==> config.mk <==
export PLATFORM = sky130hd
export DESIGN_NAME = alu_dsub_serial
export DESIGN_NICKNAME = d
export VERILOG_FILES = /design/src/rtl/alu_pkg.sv /design/src/rtl/bcd_digit_sub.sv /design/src/rtl/alu_dsub_serial.sv
export SDC_FILE = /design/constraint.sdc
export NUM_CORES = 1
export LEC_CHECK = 0
export CORE_MARGIN = 1
export CORE_UTILIZATION = 46
export CTS_BUF_LIST = sky130_fd_sc_hd__clkbuf_16
export CTS_CLUSTER_SIZE = 10
export DETAILED_ROUTE_END_ITERATION = 10
export PLACE_DENSITY = 0.72
export SLEW_MARGIN = 25
export SYNTH_ARGS = -nofsm -noshare
export SYNTH_HDL_FRONTEND = slang
export SYNTH_SLANG_ARGS = --single-unit
export TNS_END_PERCENT = 10
==> constraint.sdc <==
create_clock -name clk -period 4.1 [get_ports clk]
set_input_delay 0.82 -clock clk [delete_from_list [all_inputs] [get_ports clk]]
set_output_delay 0.82 -clock clk [all_outputs]
set_load 0.05 [all_outputs]
==> src/rtl/alu_pkg.sv <==
// alu_pkg: shared BCD constants and the digit-serial subtractor state type
package alu_pkg;

    typedef enum logic [1:0] {DS_IDLE, DS_RUN, DS_DONE} dsub_state_t;

    localparam int BCD_DIGIT_W = 4;
    localparam logic [3:0] BCD_MAX = 4'd9;
    localparam int BCD_RADIX = 10;

endpackage

==> src/rtl/bcd_digit_sub.sv <==
// bcd_digit_sub: one BCD digit of a - b - borrow, with borrow out and non-BCD flag
module bcd_digit_sub
    import alu_pkg::*;
(
    input  logic [BCD_DIGIT_W-1:0] a_i,
    input  logic [BCD_DIGIT_W-1:0] b_i,
    input  logic                   br_i,
    output logic [BCD_DIGIT_W-1:0] digit_o,
    output logic                   br_o,
    output logic                   err_o
);

    logic [5:0] diff;
    logic [5:0] fixed;

    // a negative raw difference borrows one radix from the next digit
    always_comb begin
        diff = {2'b00, a_i} - {2'b00, b_i} - {5'd0, br_i};
        fixed = diff + 6'(BCD_RADIX);
        br_o = diff[5];
        digit_o = diff[5] ? fixed[3:0] : diff[3:0];
        err_o = (a_i > BCD_MAX) | (b_i > BCD_MAX);
    end

endmodule

==> src/rtl/alu_dsub_serial.sv <==
// alu_dsub_serial: digit-serial BCD subtractor, LS digit first, start/busy/done handshake
module alu_dsub_serial
    import alu_pkg::*;
#(
    parameter int NDIGITS = 4,
    localparam int W = BCD_DIGIT_W * NDIGITS,
    localparam int CW = (NDIGITS > 1) ? $clog2(NDIGITS) : 1
) (
    input  logic         clk,
    input  logic         rst,
    input  logic         start_i,
    input  logic [W-1:0] a_i,
    input  logic [W-1:0] b_i,
    input  logic         borrow_in_i,
    output logic         busy_o,
    output logic         done_o,
    output logic [W-1:0] result_o,
    output logic         borrow_out_o,
    output logic         zero_o,
    output logic         bcd_err_o
);

    dsub_state_t state_q;
    logic [CW-1:0] cnt_q;
    logic [W-1:0] a_q, b_q, result_q, result_d;
    logic br_q, busy_q, done_q, borrow_out_q, zero_q, bcd_err_q;
    logic [BCD_DIGIT_W-1:0] digit;
    logic br_nx, err;
    logic last;

    bcd_digit_sub u_digit (
        .a_i     (a_q[BCD_DIGIT_W*cnt_q +: BCD_DIGIT_W]),
        .b_i     (b_q[BCD_DIGIT_W*cnt_q +: BCD_DIGIT_W]),
        .br_i    (br_q),
        .digit_o (digit),
        .br_o    (br_nx),
        .err_o   (err)
    );

    // result with the current digit dropped into its slot
    always_comb begin
        result_d = result_q;
        result_d[BCD_DIGIT_W*cnt_q +: BCD_DIGIT_W] = digit;
        last = cnt_q == CW'(NDIGITS - 1);
    end

    // handshake FSM, digit counter and all registered outputs
    always_ff @(posedge clk) begin
        if (rst) begin
            state_q <= DS_IDLE;
            cnt_q <= '0;
            a_q <= '0;
            b_q <= '0;
            br_q <= 1'b0;
            result_q <= '0;
            busy_q <= 1'b0;
            done_q <= 1'b0;
            borrow_out_q <= 1'b0;
            zero_q <= 1'b0;
            bcd_err_q <= 1'b0;
        end else begin
            case (state_q)
                DS_RUN: begin
                    result_q <= result_d;
                    br_q <= br_nx;
                    bcd_err_q <= bcd_err_q | err;
                    if (last) begin
                        state_q <= DS_DONE;
                        busy_q <= 1'b0;
                        done_q <= 1'b1;
                        borrow_out_q <= br_nx;
                        zero_q <= result_d == '0;
                    end else begin
                        cnt_q <= cnt_q + 1'b1;
                    end
                end
                DS_IDLE, DS_DONE: begin
                    done_q <= 1'b0;
                    if (start_i) begin
                        state_q <= DS_RUN;
                        busy_q <= 1'b1;
                        a_q <= a_i;
                        b_q <= b_i;
                        br_q <= borrow_in_i;
                        cnt_q <= '0;
                        result_q <= '0;
                        zero_q <= 1'b0;
                        bcd_err_q <= 1'b0;
                    end else begin
                        state_q <= DS_IDLE;
                    end
                end
                default: state_q <= DS_IDLE;
            endcase
        end
    end

    assign busy_o = busy_q;
    assign done_o = done_q;
    assign result_o = result_q;
    assign borrow_out_o = borrow_out_q;
    assign zero_o = zero_q;
    assign bcd_err_o = bcd_err_q;

endmodule
; ---- Yosys cells after proc, flatten, opt, wreduce, memory -nomap -nowiden
; Cells that the tools add are included.
[op_classes]
n_shift = 4
bitwise_logic = 2
magnitude_cmp = 2
muxes = 21
eq_ne = 6
n_reduce_logical = 10
n_addsub = 5
[op_table]
columns = op, count
row1 = 4-bit negation with 34-bit output, 1
row2 = 4-bit by 34-bit variable shift with 16-bit output (first input constant), 1
row3 = 4-bit by 34-bit indexed part select with 16-bit output, 1
row4 = 16-bit case mux with 2 select lines, 1
row5 = 16-bit by 5-bit indexed part select with 4-bit output, 2
row6 = 16-bit bitwise mux, 1
row7 = 16-bit zero test, 1
row8 = 16-bit two-way mux, 1
row9 = 1-bit case mux with 2 select lines, 5
row10 = 4-bit greater-than comparator (second input constant), 2
row11 = 2-bit case mux with 2 select lines, 2
row12 = 2-bit AND reduction, 4
row13 = 1-bit two-way mux, 7
row14 = 2-bit two-way mux, 3
row15 = 2-bit != test (second input constant), 3
row16 = 3-bit AND reduction, 2
row17 = 6-bit by 1-bit subtractor with 6-bit output, 1
row18 = 4-bit by 4-bit subtractor with 5-bit output, 1
row19 = 4-bit adder (second input constant), 1
row20 = 2-bit == test (second input constant), 2
row21 = 4-bit two-way mux, 1
row22 = 2-bit by 1-bit adder with 2-bit output (second input constant), 1
row23 = 2-bit by 1-bit == test with 1-bit output (second input constant), 1
row24 = 2-bit zero test, 1
row25 = 3 further kinds, 4
[word_totals]
inputBits = 36
elab_cells = 61
output_inout_bits = 21
register_bits = 58

; ---- Logic depth before layout (Yosys ltp)
[logic_depth]
depth_word = 10
mapped_depth = 14
depth_no_buf = 12

; ---- Cells and area by module
; A second synthesis with hierarchy kept.
[unflattened]
cells_unflattened = 330
hier_area_um2 = 2802.7
[by_module_without_submodules]
columns = module, seq_area_each_um2, cells_per_inst, instances, area_each_um2
row1 = alu_dsub_serial, 1161.1, 290, 1, 2478.6
row2 = bcd_digit_sub, 0.0, 40, 1, 324.1

; ---- Worst setup path before layout
; No wires, ideal clock.
[synth_timing]
path_type = register to register
start = reg cnt_q[0]
end = reg result_q[11], in the netlist result_o[11]
required_ns = 4.030
synth_period_minus_slack_ns = 3.932
path_buffers = 2
path_stages_with_launch = 14
setup_time_ns = 0.070
path_slack_ns = 0.168
arrival_time_ns = 3.862
cell_sequence = dfxtp_1 > buf_2 > buf_1 > mux4_2 > ha_1 > fa_1 > ha_1 > xor2_1 > inv_1 > ha_1 > or3_1 > and3_1 > or3b_1 > a21oi_1
[synth_via]
elab_chain_len = 8
elab_cells_between_ends = 11
classes_between = add/sub (4) / shift (4) / mux (3)
[synth_lines]
columns = item, line_no
row1 = "start, declared", alu_dsub_serial.sv:24  ; logic [CW-1:0] cnt_q;
row2 = "start signal, assigned", alu_dsub_serial.sv:74  ; cnt_q <= cnt_q + 1'b1;
row3 = 16-bit by 5-bit indexed part select with 4-bit output (on tied branches), "alu_dsub_serial.sv:32, alu_dsub_serial.sv:33"
row4 = 4-bit by 4-bit subtractor with 5-bit output, bcd_digit_sub.sv:18  ; diff = {2'b00, a_i} - {2'b00, b_i} - {5'd0, br_i};
row5 = 6-bit by 1-bit subtractor with 6-bit output, bcd_digit_sub.sv:18
row6 = 4-bit adder, bcd_digit_sub.sv:19  ; fixed = diff + 6'(BCD_RADIX);
row7 = 4-bit two-way mux, bcd_digit_sub.sv:21  ; digit_o = diff[5] ? fixed[3:0] : diff[3:0];
row8 = 4-bit by 34-bit indexed part select with 16-bit output, alu_dsub_serial.sv:43  ; result_d[BCD_DIGIT_W*cnt_q +: BCD_DIGIT_W] = digit;
row9 = 16-bit bitwise mux *, alu_dsub_serial.sv:43
row10 = 16-bit case mux with 2 select lines *, alu_dsub_serial.sv:62  ; case (state_q)
row11 = "end signal, assigned", alu_dsub_serial.sv:64  ; result_q <= result_d;
row12 = "end, declared", alu_dsub_serial.sv:25  ; logic [W-1:0] a_q, b_q, result_q, result_d;
; Mark *: on every way between the ends. The rest lies on a longest branch, timed or not.
; A chain may end at the register's enable or synchronous reset.

; ---- Final worst setup path
; Same ends and word-level chain as after synthesis.

==> qor.txt <==
=================================================================================
Synth Warn #                                                                    0
Worst min path class                                                 register to register
Final count of pins violating max slew                                          0
Final hold slack                                                         0.456 ns
CORE AREA                                                                5960 um2
Sum of negative setup slack                                                  0 ns
RSZ-0062 raised after global routing                                        false
Total of endpoints with negative setup slack in the final report                0
Remaining max-slew budget at the tightest pin                               43.9%
Gates resized, CTS repair                                                       0
Max Cap Violations                                                              0
Nets@finish                                                                   456
Clock Sinks                                                                    58
Iteration-0 DRC count of the detailed router                                  162
Leakage power of the design                                               1.40 nW
Clock Tree Buf Depth                                                            2
FF+latch count, synth                                                          58
Clock-pin slew on the worst setup and hold paths                          0.05 ns
Top-level I/O count                                                            57
Initial standard-cell utilization of the core                               47.9%
Yosys cell types                                                               40
F_max                                                                     262 MHz
Design area                                                              3820 um2
TritonCTS clock tree                                                         done
Total power draw                                                          1.82 mW
Overall routing resource usage                                              23.5%
Clock network fraction of design power                                      47.5%
# H-tree levels                                                                 3
Most frequent cells after synthesis                                  sky130_fd_sc_hd__nand2_1 (81), sky130_fd_sc_hd__a21oi_1 (60), sky130_fd_sc_hd__dfxtp_1 (58)
Post-synth top flop                                                  sky130_fd_sc_hd__dfxtp_1
Final Hold Viols                                                                0
Share of the yosys chip area belonging to registers                         40.7%
Ratio of cells with drive above 1 in the final layout                       8.76%
DIE AREA                                                                 6520 um2
Area overhead of the layout relative to synthesis                           33.7%
Worst path required time                                                  4.36 ns
Share of power burned in combinational logic                                19.1%
Count of mapped cells out of synthesis                                        352
Wire length of the first global-routing pass                              11.4 mm
Wirelength, routed                                                        6.88 mm
Antenna diode count                                                             0
Setup bufs post-CTS                                                             0
Number of synthesized flops with an enable pin                                  0
Final RePlAce weighted congestion                                           0.821
Net switching power of the design                                          498 uW
Site Rows                                                                      28
Area contributors post-synth                                         sky130_fd_sc_hd__dfxtp_1 (41%), sky130_fd_sc_hd__nand2_1 (11%), sky130_fd_sc_hd__a21oi_1 (11%)
Clock Tree Root                                                      sky130_fd_sc_hd__clkbuf_16
Vias in the first global route                                               2416
Most frequent cell after synthesis                                   sky130_fd_sc_hd__nand2_1
Int Pwr                                                                   1.33 mW
Power Density                                                          478 nW/um2
Area post-placement                                                      3470 um2
WP data arrival                                                           4.08 ns
Number of buffers inserted during clock tree synthesis                          9
Residual overflow from global routing                                           0
Share of the clock period used by the worst path after layout               93.3%
Die H                                                                     80.8 um
Number of routed nets with antenna violations                                   0
Post-Route Skew                                                        0.00540 ns
Number of design rule violations left after detail routing                      0
Power share of the sequential group                                         33.5%
Routed wire length per instance                                           14.2 um
Mean post-synth cell area                                                8.11 um2
Maximum vdd drop                                                       0.000295 V
Largest fanout on the critical path                                            15
Final critical-path required period                                       3.82 ns
First-pass detailed-route iteration total                                       4
Switching Share                                                             27.3%
Via-to-Cell Ratio                                                            5.40
Syn_nets                                                                      402
R2r setup slk                                                             0.28 ns
Capturing element type of the critical path                              register
Critical path class                                                  register to register
Fraction of the core area covered by cells at the end of the flow           64.1%
Most area-hungry cell type in the Yosys netlist                      sky130_fd_sc_hd__dfxtp_1
Worst-Skew Late Latency                                                   0.33 ns
Synthesized cell area                                                    2850 um2
Largest net degree at the start of global routing                              43
Overall via count from detail_route                                          2622
Result of the run                                                       completed
Horizontal die dimension                                                  80.8 um
Portion of synthesized cell area occupied by the leading cell type          40.7%
Number of antenna violations at the first check in global routing               0
Number of hold-repair buffers added at the cts stage                            0
# port buffers                                                                 56
Asr flop ratio synth                                                           0%
Slew of the pin with the lowest slew margin                              0.840 ns
Critical path startpoint category                                        register
Half-perimeter wire length after detailed placement                       4.93 mm
=================================================================================
-- registers in the layout, summed over array words and instances, names as in the netlist --
signal        count
b_q              16
result_o         16
a_q              16
zero_o            1
busy_o            1
br_q              1
done_o            1
cnt_q             2
state_q           2
borrow_out_o      1
bcd_err_o         1
-- through the flow --
| stage | setup WS [ns] | std cells |
|---|---|---|
| final | 0.276 | 486 |
| after floorplan | 0.168 | 352 |
| after detailed placement | 0.306 | 470 |
| after global routing | 0.0798 | 486 |
| after CTS | 0.262 | 486 |
| after global placement | 0.406 | 470 |
-- cells in the final DEF (no fill, tap or decap), types with 9 or more instances in the layout --
cell type                         synthesis  layout
sky130_fd_sc_hd__clkbuf_16                0       9
sky130_fd_sc_hd__nor2_1                  26      26
sky130_fd_sc_hd__inv_1                   13      13
sky130_fd_sc_hd__dfxtp_1                 58      58
sky130_fd_sc_hd__nor3_1                  11      11
sky130_fd_sc_hd__o21ai_0                  9       9
sky130_fd_sc_hd__ha_1                    13      13
sky130_fd_sc_hd__nand2_1                 81      81
sky130_fd_sc_hd__clkdlybuf4s50_1          0      55
sky130_fd_sc_hd__a21oi_1                 60      60
-- power by group through the flow --
stage / clock network, mW / registers (mW) / logic [mW]
floorplan: 0 / 0.629 / 0.229
detailed placement: 0 / 0.621 / 0.343
CTS: 0.870 / 0.610 / 0.346
global placement: 0 / 0.622 / 0.334
global route: 0.897 / 0.614 / 0.380
finish: 0.866 / 0.610 / 0.348
-- worst max-delay path, cell delays in order (launching register included) --
cell and delay [ns]:
sky130_fd_sc_hd__dfxtp_1 0.51, sky130_fd_sc_hd__buf_4 0.29, sky130_fd_sc_hd__mux4_2 0.57, sky130_fd_sc_hd__inv_1 0.11, sky130_fd_sc_hd__fa_1 0.45, sky130_fd_sc_hd__ha_1 0.24
sky130_fd_sc_hd__xor2_1 0.15, sky130_fd_sc_hd__inv_1 0.07, sky130_fd_sc_hd__ha_1 0.22, sky130_fd_sc_hd__or3_1 0.39, sky130_fd_sc_hd__and3_1 0.22, sky130_fd_sc_hd__or3b_1 0.39
sky130_fd_sc_hd__a21oi_1 0.15
-- final timing paths --
| kind | start | to | cells past startpoint |
|---|---|---|---|
| worst max-delay path | cnt_q[0] | result_o[11] | 12 |
| worst min-delay path | b_q[12] | b_q[12] | 2 |
| worst max register to register | cnt_q[0] | result_o[11] | 12 |
| worst min register to register | b_q[12] | b_q[12] | 2 |
-- area by class of cell --
| type | count | area [um2] |
|---|---|---|
| Clock inverter | 7 | 118 |
| Inverter | 13 | 48.8 |
| Timing Repair Buffer | 60 | 586 |
| Sequential cell | 58 | 1160 |
| Multi-Input combinational cell | 264 | 1580 |
| Clock buffer | 9 | 225 |
| Fill cell | 521 | 2140 |
| Tap cell | 75 | 93.8 |
-- cells by family (layout without fill, tap and decap cells) --
kind of cell             count (synthesis)  count (layout)  synth area share, %
AO/OA/AOI/OAI                           89              89                 17.6
XOR/XNOR                                 3               3                 1.18
adder cells (fa/ha/maj)                 14              14                 6.40
buffers and inverters                   30              89                 3.99
flip-flops                              58              58                 40.7
multiplexers                             9               9                 6.71
AND/OR/NAND/NOR                        149             149                 23.5
-- metal layers --
| metal | vias up | wire length [um] | track usage (%) |
|---|---|---|---|
| met2 | 70 | 3180 | 36.0 |
| li1 | 1323 | - | - |
| met4 | 0 | 121 | 10.5 |
| met3 | 10 | 282 | 4.72 |
| met1 | 1219 | 3300 | 31.9 |
| met5 | - | 0 | 0 |
No activity file was read; power rests on OpenSTA's default activity.
